File: config.mk
export PLATFORM = sky130hd
export DESIGN_NAME = decode_issue_queue
export DESIGN_NICKNAME = d
export VERILOG_FILES = /design/src/rtl/decode_issue_queue_pkg.sv /design/src/rtl/decode_issue_fifo.sv /design/src/rtl/decode_issue_queue.sv
export SDC_FILE = /design/constraint.sdc
export NUM_CORES = 1
export LEC_CHECK = 0
export CORE_MARGIN = 2
export CORE_UTILIZATION = 40
export CTS_CLUSTER_SIZE = 24
export DETAILED_ROUTE_END_ITERATION = 8
export DONT_BUFFER_PORTS = 1
export PLACE_DENSITY = 0.57
export SETUP_SLACK_MARGIN = 0.02
export SYNTH_ARGS = -nofsm -noshare
export SYNTH_HDL_FRONTEND = slang
export SYNTH_SLANG_ARGS = --single-unit
File: constraint.sdc
create_clock -name clk_i -period 17.3 [get_ports clk_i]
set_input_delay 3.46 -clock clk_i [delete_from_list [all_inputs] [get_ports clk_i]]
set_output_delay 3.46 -clock clk_i [all_outputs]
set_load 0.03 [all_outputs]
File: src/rtl/decode_issue_queue_pkg.sv
// Shared constants for the decode-to-issue decoupling queue.
// The payload is packed locally by the top level, so this package adds no typedefs.
package decode_issue_queue_pkg;
  localparam int unsigned DECODE_Q_DEPTH = 4;
  localparam int unsigned SB_ENTRY_W     = 128;
  localparam int unsigned ORIG_INSTR_W   = 32;
endpackage

File: src/rtl/decode_issue_fifo.sv
// Circular-buffer storage for the decode issue queue. A count register tracks
// full/empty, and the pointers wrap modulo DEPTH. clr_i overrides every other operation.
module decode_issue_fifo #(
  parameter int unsigned DEPTH = 4,
  parameter int unsigned W     = 161
) (
  input  logic                         clk_i,
  input  logic                         clr_i,
  input  logic                         push_i,
  input  logic                         pop_i,
  input  logic [W-1:0]                 wdata_i,
  output logic [W-1:0]                 rdata_o,
  output logic [$clog2(DEPTH+1)-1:0]   count_o
);

  localparam int unsigned PTR_W = $clog2(DEPTH);
  localparam int unsigned CNT_W = $clog2(DEPTH+1);

  logic [W-1:0]     mem [DEPTH];
  logic [PTR_W-1:0] wr_ptr;
  logic [PTR_W-1:0] rd_ptr;
  logic [CNT_W-1:0] count;

  always_ff @(posedge clk_i) begin
    if (clr_i) begin
      wr_ptr <= '0;
      rd_ptr <= '0;
      count  <= '0;
    end else begin
      if (push_i) wr_ptr <= wr_ptr + PTR_W'(1);
      if (pop_i)  rd_ptr <= rd_ptr + PTR_W'(1);
      case ({push_i, pop_i})
        2'b10:   count <= count + CNT_W'(1);
        2'b01:   count <= count - CNT_W'(1);
        default: count <= count;
      endcase
    end
  end

  // Storage is never cleared; a dropped push simply does not write.
  always_ff @(posedge clk_i) begin
    if (push_i && !clr_i) mem[wr_ptr] <= wdata_i;
  end

  assign rdata_o = mem[rd_ptr];
  assign count_o = count;

endmodule

File: src/rtl/decode_issue_queue.sv
// Decoupling queue between decode and issue (port 0). It also holds the last
// acknowledged entry, which the fusion logic compares against the current head.
module decode_issue_queue
  import decode_issue_queue_pkg::*;
#(
  parameter int unsigned DEPTH   = DECODE_Q_DEPTH,
  parameter int unsigned ENTRY_W = SB_ENTRY_W
) (
  input  logic                        clk_i,
  input  logic                        rst_i,
  input  logic                        flush_i,
  input  logic [ENTRY_W-1:0]          decoded_instr_i,
  input  logic [ORIG_INSTR_W-1:0]     orig_instr_i,
  input  logic                        is_ctrl_flow_i,
  input  logic                        decoded_instr_valid_i,
  output logic                        decoded_instr_ready_o,
  output logic [ENTRY_W-1:0]          decoded_instr_o,
  output logic [ORIG_INSTR_W-1:0]     orig_instr_o,
  output logic                        is_ctrl_flow_o,
  output logic                        decoded_instr_valid_o,
  input  logic                        decoded_instr_ack_i,
  output logic [ENTRY_W-1:0]          decoded_instr_prev_o,
  output logic                        prev_valid_o,
  output logic [$clog2(DEPTH+1)-1:0]  count_o
);

  localparam int unsigned W     = ENTRY_W + ORIG_INSTR_W + 1;
  localparam int unsigned CNT_W = $clog2(DEPTH+1);

  logic [W-1:0]       wdata;
  logic [W-1:0]       rdata;
  logic [W-1:0]       head;
  logic [CNT_W-1:0]   count;
  logic               push;
  logic               pop;
  logic               clr;
  logic [ENTRY_W-1:0] prev_entry;
  logic               prev_valid;

  // Handshakes depend only on the registered count, so there is no ack-to-ready path.
  assign decoded_instr_ready_o = (count != CNT_W'(DEPTH));
  assign decoded_instr_valid_o = (count != '0);
  assign push  = decoded_instr_valid_i & decoded_instr_ready_o;
  assign pop   = decoded_instr_ack_i & decoded_instr_valid_o;
  assign clr   = rst_i | flush_i;
  assign wdata = {is_ctrl_flow_i, orig_instr_i, decoded_instr_i};

  decode_issue_fifo #(
    .DEPTH (DEPTH),
    .W     (W)
  ) i_fifo (
    .clk_i   (clk_i),
    .clr_i   (clr),
    .push_i  (push),
    .pop_i   (pop),
    .wdata_i (wdata),
    .rdata_o (rdata),
    .count_o (count)
  );

  // An empty queue presents zeros instead of stale storage.
  assign head            = decoded_instr_valid_o ? rdata : '0;
  assign decoded_instr_o = head[ENTRY_W-1:0];
  assign orig_instr_o    = head[ENTRY_W +: ORIG_INSTR_W];
  assign is_ctrl_flow_o  = head[W-1];
  assign count_o         = count;

  // No fusion across a control-flow boundary, so a popped branch invalidates prev.
  always_ff @(posedge clk_i) begin
    if (rst_i) begin
      prev_entry <= '0;
      prev_valid <= 1'b0;
    end else if (flush_i) begin
      prev_valid <= 1'b0;
    end else if (pop) begin
      prev_entry <= decoded_instr_o;
      prev_valid <= ~is_ctrl_flow_o;
    end
  end

  assign decoded_instr_prev_o = prev_entry;
  assign prev_valid_o         = prev_valid;

endmodule

Word-level counts from Yosys, hierarchy flattened
Memories as Yosys holds them, arrays and structs flattened. A register that Yosys moved wholly into a read port is not among the register bits. Index checks and enable logic that the tools add are counted. Widths: inputs -> output; s select.

Eq/ne operators: 3. Reduce and logical (&&, ||, !) cells: 6. Mux-type cells: 6. Add/subtract/negate cells: 4. Bitwise logic cells: 5.

Operators with widths (number): $mux 161 (1); $pmux 3 s2 (1); $add 2x1->2 const B (2); $mux 2 (2); $add 3x1->3 const B (1); $ne 3x3->1 const B (1); $reduce_bool 3->1 (1); $sub 3x1->3 const B (1); $and 1x1->1 (2); $eq 2x1->1 const B (1); $eq 2x2->1 const B (1); $mux 1 (2); $not 1->1 (2); $reduce_and 2->1 (1); $reduce_bool 2->1 (1); $reduce_or 2->1 (1); $logic_and 1x1->1 (1); $logic_not 1->1 (1); $or 1x1->1 (1).

Output and inout bits: 295. Word-level logic and storage cells: 30. Memory bits (writable): 644. Memories: 1. Flip-flop bits (word level): 136. Bits of input ports: 166.

Memories: i_fifo.mem (depth 4, bits a word 161, read ports 1, clocked after memory_dff 1, wr ports 1, RTL line decode_issue_fifo.sv:19) `logic [W-1:0] mem [DEPTH];`.

Depth between registers and ports, before layout
Gate-level depths: netlist of run 1.

Word-level depth: 5. Mapped depth: 10. Gate-level depth less buffers: 9.

Cells and area by module
A second synthesis of run 1 with hierarchy kept.

Cell total of the unflattened synthesis: 1631. Area total of the unflattened synthesis: 30491.7 um^2.

Modules (own cells, without submodules): decode_issue_fifo (area an instance 23631.4 um^2, times used 1, cells an instance 887, sequential area each 19518.7 um^2); decode_issue_queue (area an instance 6860.3 um^2, times used 1, cells an instance 744, sequential area each 2582.5 um^2).

Worst setup path before layout of run 1
Ideal clock, no wire load.

Path kind: input -> register. From: in flush_i. To: mem i_fifo.mem[0][0], enable pin. Required time: 16759 ps. Arrival: 7374 ps. Path buffers: 0. Stages on the path: 2. Setup time: 541 ps. Setup slack: 9385 ps. Path through: nor2_1 and3_1.

Cells in the longest elaborated chain, start to end: 5.

Ends and longest elaborated chain: from (decl) (RTL line decode_issue_queue.sv:11) `input logic flush_i,`; $or 1x1->1 (RTL line decode_issue_queue.sv:45) `assign clr = rst_i | flush_i;`; $logic_not 1->1 (RTL line decode_issue_fifo.sv:42) `if (push_i && !clr_i) mem[wr_ptr] <= wdata_i;`; $logic_and 1x1->1 (RTL line decode_issue_fifo.sv:42); $mux 1 (RTL line decode_issue_fifo.sv:42); $mux 1 (implied by the code) (RTL line decode_issue_fifo.sv:42); to (decl) (RTL line decode_issue_fifo.sv:19).

No other way between the ends.

==> summary.md, run 1 <==
| Metric | Value |
|---|---|
| Max Root-Sink Buffers | 3 |
| Core Footprint | 71100 sq um |
| Clock Sinks | 782 |
| Status | complete, no violations |
| Crit path time final | 7.60 ns |
| Clk slew on worst S/H paths | 0.06 ns |
| Ys Warns | 0 |
| R2R Setup Slk | 13.72 ns |
| Clock Tree Root | clkbuf_16 |
| Vias/cell | 5.37 |
| Library cells used by synthesis | 26 |
| CP Depth | 4 |
| Area delta synth->final | 12.7% |
| Post-cts sizing count | 0 |
| 1st-pass router iterations | 5 |
| Initial Util | 0.403 |
| Crit-path most repeated cell | buf_4 |
| Post-synthesis sequential area ratio | 0.772 |
| Final Hold Fails | 0 |
| Final WL | 60600 microns |
| Switching share of power | 0.215 |
| Clk_lat worst skew | 0.62 ns |
| Worst path slowest cell | dfxtp_4 |
| Maximum clock frequency | 132 MHz |
| Antenna diode count | 0 |
| Required time worst endpoint | 13.84 ns |
| Power Total | 3970 uW |
| Vias | 12890 |
| Largest net degree at the start of global routing | 93 |
| I/O Pins | 461 |
| Die ar. | 73700 sq um |
| Finish-stage setup viols | 0 |
| Commonest non-fill, non-tap cell in the layout | edfxtp_1 |
| Initial antenna violation count | 3 |
| CTS tree | built |
| Final WS setup | 9.70 ns |
| Fin Setup TNS | 0 ns |
| Clk network pwr share | 0.438 |
| Row count | 98 |
| Grt ovf | 0 |
| Final HPWL DP | 35600 microns |
| Buf/Inv on CP | 2 |
| CTS hold repair buffers | 0 |
| Total Nets Final | 1553 |
| Mapped Area | 28600 sq um |
| Worst hold start | i_fifo.rd_ptr[1]$_SDFFE_PP0N_ |
| FF-to-FF End | i_fifo.mem[0][133]$_DFFE_PP_ |
| Gpl congestion | 0.724 |
| Reg-to-Reg Start | i_fifo.count_o[0]$_SDFFE_PP0P_ |
| DR DRC count | 0 |
| Number of max-cap violations | 0 |
| Routed Antenna Nets | 0 |
| Pwr Density | 123 nW/um^2 |
| Gr usage total | 0.162 |
| Internal power | 3110 uW |
| Combinational fraction of design power | 0.037 |
| Reg2reg path depth | 4 |
| P_sw | 855 uW |
| Initial DRC count | 875 |
| Share of post-route cells with drive strength above 1 | 0.216 |
| Max_slew headroom | 0.296 |
| Die height | 272 microns |
| Syn Nets | 1536 |
| Hold-critical path depth | 2 |
| H-tree depth | 3 |
| Cells after Synth | 1364 |
| Post-Synth XOR/XNOR Area | 0.00122 |
| WS Path Type | register to output port |
| Multiplexer share of the synthesized area | 0.127 |
| Crit path launch type | register |
| Delay-heaviest family, CP | buffers and inverters |
| Worst slack, placed | 10.07 ns |
| Synth Area in Adders | 0.00288 |
| Yosys reg bits | 782 |
| Crit-path max FO | 44 |
| Class of the worst hold path | register to register |
| LEAKAGE | 0.0102 uW |
| Die width | 272 microns |
| Fin crit share | 0.439 |
| Sequence of cells on the critical path | buf_4 -> buf_4 -> mux4_2 -> and2_1 |
| RSZ-0062 raised after global routing | false |
| Simple-gate share of the synthesized area | 0.0386 |
| CTS Buf Count | 82 |
| Avg WL per Cell | 25.2 microns |
| Mapped Avg Cell Area | 21.0 sq um |
| CP peak stage delay | 0.86 ns |
| PortBufs | 0 |
| Filler Cell Count | 6062 |
| Vias in the first global route | 13598 |
| VDD IR max | 0.0870 mV |
| CP endpoint kind | output port |
| Post-CTS setup buffers | 0 |
| Global-route wire length before repair | 89300 microns |
| Synth Area in Compound Gates | 0.0423 |
| Least-Margin Pin Slew | 1.06 ns |
| Sequential share of power | 0.525 |
| Largest family of logic cells by synthesized area | multiplexers |
| Critical Path AT | 4.14 ns |
| Clock Skew | 0.0157 ns |
| Slew Viols, Final | 0 |
| Commonest non-fill, non-tap cells in the layout | 644 x edfxtp_1, 162 x and2_1, 161 x mux4_2 |
| Hold_ws | 0.519 ns |
-- worst max path at each step --
| stage | from | to |
|---|---|---|
| after floorplan | flush_i | i_fifo.mem[0][0]$_DFFE_PP_ |
| after global placement | register | decoded_instr_o[76] |
| after detailed placement | register | decoded_instr_o[76] |
| after CTS | register | decoded_instr_o[76] |
| after global routing | register | decoded_instr_o[76] |
| final | register | decoded_instr_o[76] |
-- through the flow --
step                       util  area [sq um]  cells
after floorplan               -         28600   1364
after global placement    0.416         29500   2247
after detailed placement  0.416         29500   2247
after CTS                 0.454         32300   2401
after global routing      0.454         32300   2401
final                     0.454         32300   2401
-- cell type report --
class,count,area [sq um],share of cell area
Tap cell,950,1190,0.0368
Multi-Input combinational cell,491,6100,0.189
Inverter,7,26.3,0.000814
Clock buffer,120,2350,0.0727
Timing Repair Buffer,17,128,0.00396
Clock inverter,34,373,0.0116
Sequential cell,782,22100,0.685
-- layer usage --
layer  up-vias  routed length, microns  GRT usage
met5         -                      40          0
met4         6                    1310     0.0513
met3        97                    6320     0.0762
met2       388                   29700      0.262
met1      6827                   23300      0.192
li1       5572                       -          -
-- synthesized netlist by cell type --
| library cell | instances | area share |
|---|---|---|
| xor2_1 | 4 | 0.0012 |
| a21oi_1 | 5 | 0.00087 |
| edfxtp_1 | 644 | 0.68 |
| inv_1 | 7 | 0.00092 |
| ha_1 | 5 | 0.0022 |
| or2_2 | 1 | 0.00022 |
| dfxtp_1 | 138 | 0.096 |
| or3_1 | 2 | 0.00044 |
| o21ba_2 | 1 | 0.00035 |
| a21o_1 | 2 | 0.00052 |
| o311ai_0 | 1 | 0.00031 |
| and2_1 | 162 | 0.035 |
| and3_1 | 4 | 0.00087 |
| nand3_1 | 2 | 0.00035 |
| or3b_2 | 1 | 0.00031 |
| nor2_1 | 8 | 0.0010 |
| o21ai_0 | 1 | 0.00017 |
| clkbuf_1 | 26 | 0.0034 |
| mux4_2 | 161 | 0.13 |
| a211oi_2 | 1 | 0.00044 |
| buf_2 | 47 | 0.0082 |
| a22o_1 | 128 | 0.039 |
| buf_4 | 3 | 0.00079 |
| buf_6 | 8 | 0.0031 |
| o31ai_2 | 1 | 0.00044 |
| fa_1 | 1 | 0.00070 |
-- registers in the layout, indices dropped and copies added (netlist names), named ones only --
name,count
i_fifo.wr_ptr,2
i_fifo.rd_ptr,2
i_fifo.count_o,3
i_fifo.mem,644
prev_valid_o,1
decoded_instr_prev_o,128
-- logic make-up after synthesis --
| family | after synthesis |
|---|---|
| flip-flops | 782 |
| AND/OR/NAND/NOR | 180 |
| multiplexers | 161 |
| AO/OA/AOI/OAI | 140 |
| buffers and inverters | 91 |
| adder cells (fa/ha/maj) | 6 |
| XOR/XNOR | 4 |
-- worst register-to-register path, cell delays in order (launching register included) --
cell and delay [ns]:
dfxtp_1 0.71, or3b_2 0.43, and2_1 0.26, and3_4 0.91, buf_4 0.85
-- power groups by stage --
stage / Combinational [uW] / Clock, uW / Sequential [uW]
6_report: 145 / 1740 / 2080
5_1_grt: 155 / 1860 / 2090
4_1_cts: 148 / 1790 / 2080
3_5_place_dp: 148 / 0 / 2120
3_3_place_gp: 147 / 0 / 2120
2_1_floorplan: 122 / 0 / 2120
(Power assumes the default switching activity.)
==> inputs of run 2 (changes only) <==
- PLACE_DENSITY: 0.57 -> 0.59
- clock period: 17.3 -> 6.3 ns (I/O delays scaled with it)
==> run 2 against run 1 <==
Net effect: critical path depth shrank 1; highest routed layer unchanged; critical endpoint is now decoded_instr_o[62]; largest power group unchanged; non-clock buffer count up 3; combinational power rose to 2.7 times the previous value.
==> summary.md, run 2 (same netlist as run 1, synthesis figures left out) <==
| Metric | Value |
|---|---|
| Core Footprint | 71100 sq um |
| Worst path slowest cell | buf_4 |
| Max Root-Sink Buffers | 3 |
| Antenna diode count | 0 |
| Maximum clock frequency | 218 MHz |
| Final WL | 59900 microns |
| Avg WL per Cell | 24.9 microns |
| Finish-stage setup viols | 0 |
| Gr usage total | 0.161 |
| 1st-pass router iterations | 4 |
| Required time worst endpoint | 5.04 ns |
| R2R Setup Slk | 3.16 ns |
| Vias/cell | 5.35 |
| Delay-heaviest family, CP | simple AND/OR/NAND/NOR gates |
| Global-route wire length before repair | 88600 microns |
| I/O Pins | 461 |
| Sequence of cells on the critical path | or3_4 -> buf_4 -> and2_1 |
| Crit path from | i_fifo.count_o[0]$_SDFFE_PP0P_ |
| WS Path Type | register to output port |
| Share of post-route cells with drive strength above 1 | 0.218 |
| Initial Util | 0.403 |
| FF-to-FF End | i_fifo.mem[0][159]$_DFFE_PP_ |
| Clock Sinks | 782 |
| Critical path endpoint | decoded_instr_o[62] |
| Max_slew headroom | 0.313 |
| Clock Tree Root | clkbuf_16 |
| DR DRC count | 0 |
| PortBufs | 0 |
| Largest net degree at the start of global routing | 91 |
| Final Cell Area | 32300 sq um |
| Area after DPL | 29700 sq um |
| CTS hold repair buffers | 0 |
| Critical Path AT | 3.32 ns |
| Gpl congestion | 0.759 |
| Max FFs per register | 644 |
| Clock Skew | 0.0254 ns |
| Pwr Density | 335 nW/um^2 |
| Clk slew on worst S/H paths | 0.06 ns |
| Fin Setup TNS | 0 ns |
| Biggest register | i_fifo.mem |
| Number of max-cap violations | 0 |
| Commonest non-fill, non-tap cell in the layout | edfxtp_1 |
| Crit path time final | 4.58 ns |
| Initial antenna violation count | 4 |
| CP endpoint kind | output port |
| Status | complete, no violations |
| Initial DRC count | 913 |
| CTS Buf Count | 82 |
| Buf/Inv on CP | 1 |
| Grt ovf | 0 |
| CTS tree | built |
| LEAKAGE | 0.0102 uW |
| H-tree depth | 3 |
| Total Nets Final | 1556 |
| Routed Antenna Nets | 0 |
| Final HPWL DP | 35300 microns |
| Final Hold Fails | 0 |
| Post-CTS setup buffers | 0 |
| Vias in the first global route | 13591 |
| CP peak stage delay | 0.72 ns |
| Area delta synth->final | 12.9% |
| Vias | 12861 |
| VDD IR max | 0.221 mV |
| Die ar. | 73700 sq um |
| Die width | 272 microns |
| Crit path launch type | register |
| Fin crit share | 0.727 |
| Row count | 98 |
| Post-cts sizing count | 0 |
| Clk_lat worst skew | 0.62 ns |
| RSZ-0062 raised after global routing | false |
| Worst slack, placed | 2.36 ns |
| Reg-to-Reg Start | i_fifo.count_o[0]$_SDFFE_PP0P_ |
| Commonest non-fill, non-tap cells in the layout | 644 x edfxtp_1, 162 x and2_1, 161 x mux4_2 |
| Final WS setup | 1.72 ns |
| Class of the worst hold path | register to register |
| Slew Viols, Final | 0 |
| Crit-path max FO | 90 |
| Die height | 272 microns |
| CP Depth | 3 |
| Least-Margin Pin Slew | 1.03 ns |
| Reg2reg path depth | 4 |
run 2: changes by cell type in the layout (fill, tap and decap cells not counted), moves of 3 or more:
cell	delta
buf_4	-4
clkbuf_16	+4
clkinvlp_4	-3
buf_12	+7
clkinv_2	+12
clkbuf_1	-3
clkinv_8	+4
clkbuf_8	-9
clkinv_4	-3
inv_16	-3
run 2: worst min-delay path by stage:
stage	from	endpoint	slack [ns]	cells after the start
5_1_grt	i_fifo.rd_ptr[1]$_SDFFE_PP0N_	i_fifo.rd_ptr[1]$_SDFFE_PP0N_	0.57	2
2_1_floorplan	i_fifo.rd_ptr[1]$_SDFFE_PP0N_	register	0.48	2
3_5_place_dp	i_fifo.rd_ptr[1]$_SDFFE_PP0N_	register	0.53	2
4_1_cts	i_fifo.rd_ptr[1]$_SDFFE_PP0N_	i_fifo.rd_ptr[1]$_SDFFE_PP0N_	0.54	2
3_3_place_gp	i_fifo.rd_ptr[1]$_SDFFE_PP0N_	register	0.52	2
6_report	i_fifo.rd_ptr[1]$_SDFFE_PP0N_	register	0.54	2
run 2: power breakdown:
| part | internal [uW] | total, uW | switching (uW) | leakage (uW) |
|---|---|---|---|---|
| clock | 2750 | 4690 | 1940 | 0.00131 |
| combinational | 110 | 397 | 287 | 0.00196 |
| sequential | 5660 | 5720 | 66.6 | 0.00693 |
| total | 8520 | 10800 | 2300 | 0.0102 |
run 2: area by class of cell:
cell class	count	area, sq um
Clock buffer	112	2310
Clock inverter	40	352
Fill cell	6013	38800
Inverter	7	26.3
Multi-Input combinational cell	491	6100
Sequential cell	782	22100
Tap cell	950	1190
Timing Repair Buffer	20	238
run 2: worst reg2reg max path, cell delays in order, from the launching register on:
cell     delay, ns
dfxtp_1       0.68
or3b_2        0.42
and2_1        0.26
and3_4        0.65
buf_4         0.68
run 2: per-stage QoR:
| stage | utilization | hold slack (ns) | power [uW] | instances |
|---|---|---|---|---|
| global route | 0.454 | 0.566 | 11200 | 2402 |
| CTS | 0.454 | 0.542 | 11000 | 2402 |
| floorplan | - | 0.485 | 6160 | 1364 |
| global placement | 0.417 | 0.519 | 6230 | 2250 |
| detailed placement | 0.417 | 0.525 | 6240 | 2250 |
| finish | 0.454 | 0.541 | 10800 | 2402 |
run 2: routing by layer:
metal	track usage	wire (microns)	up-vias
met3	0.0609	4830	120
met1	0.197	23600	6786
met5	0	40	-
met2	0.266	29800	382
li1	-	-	5567
met4	0.0505	1660	6
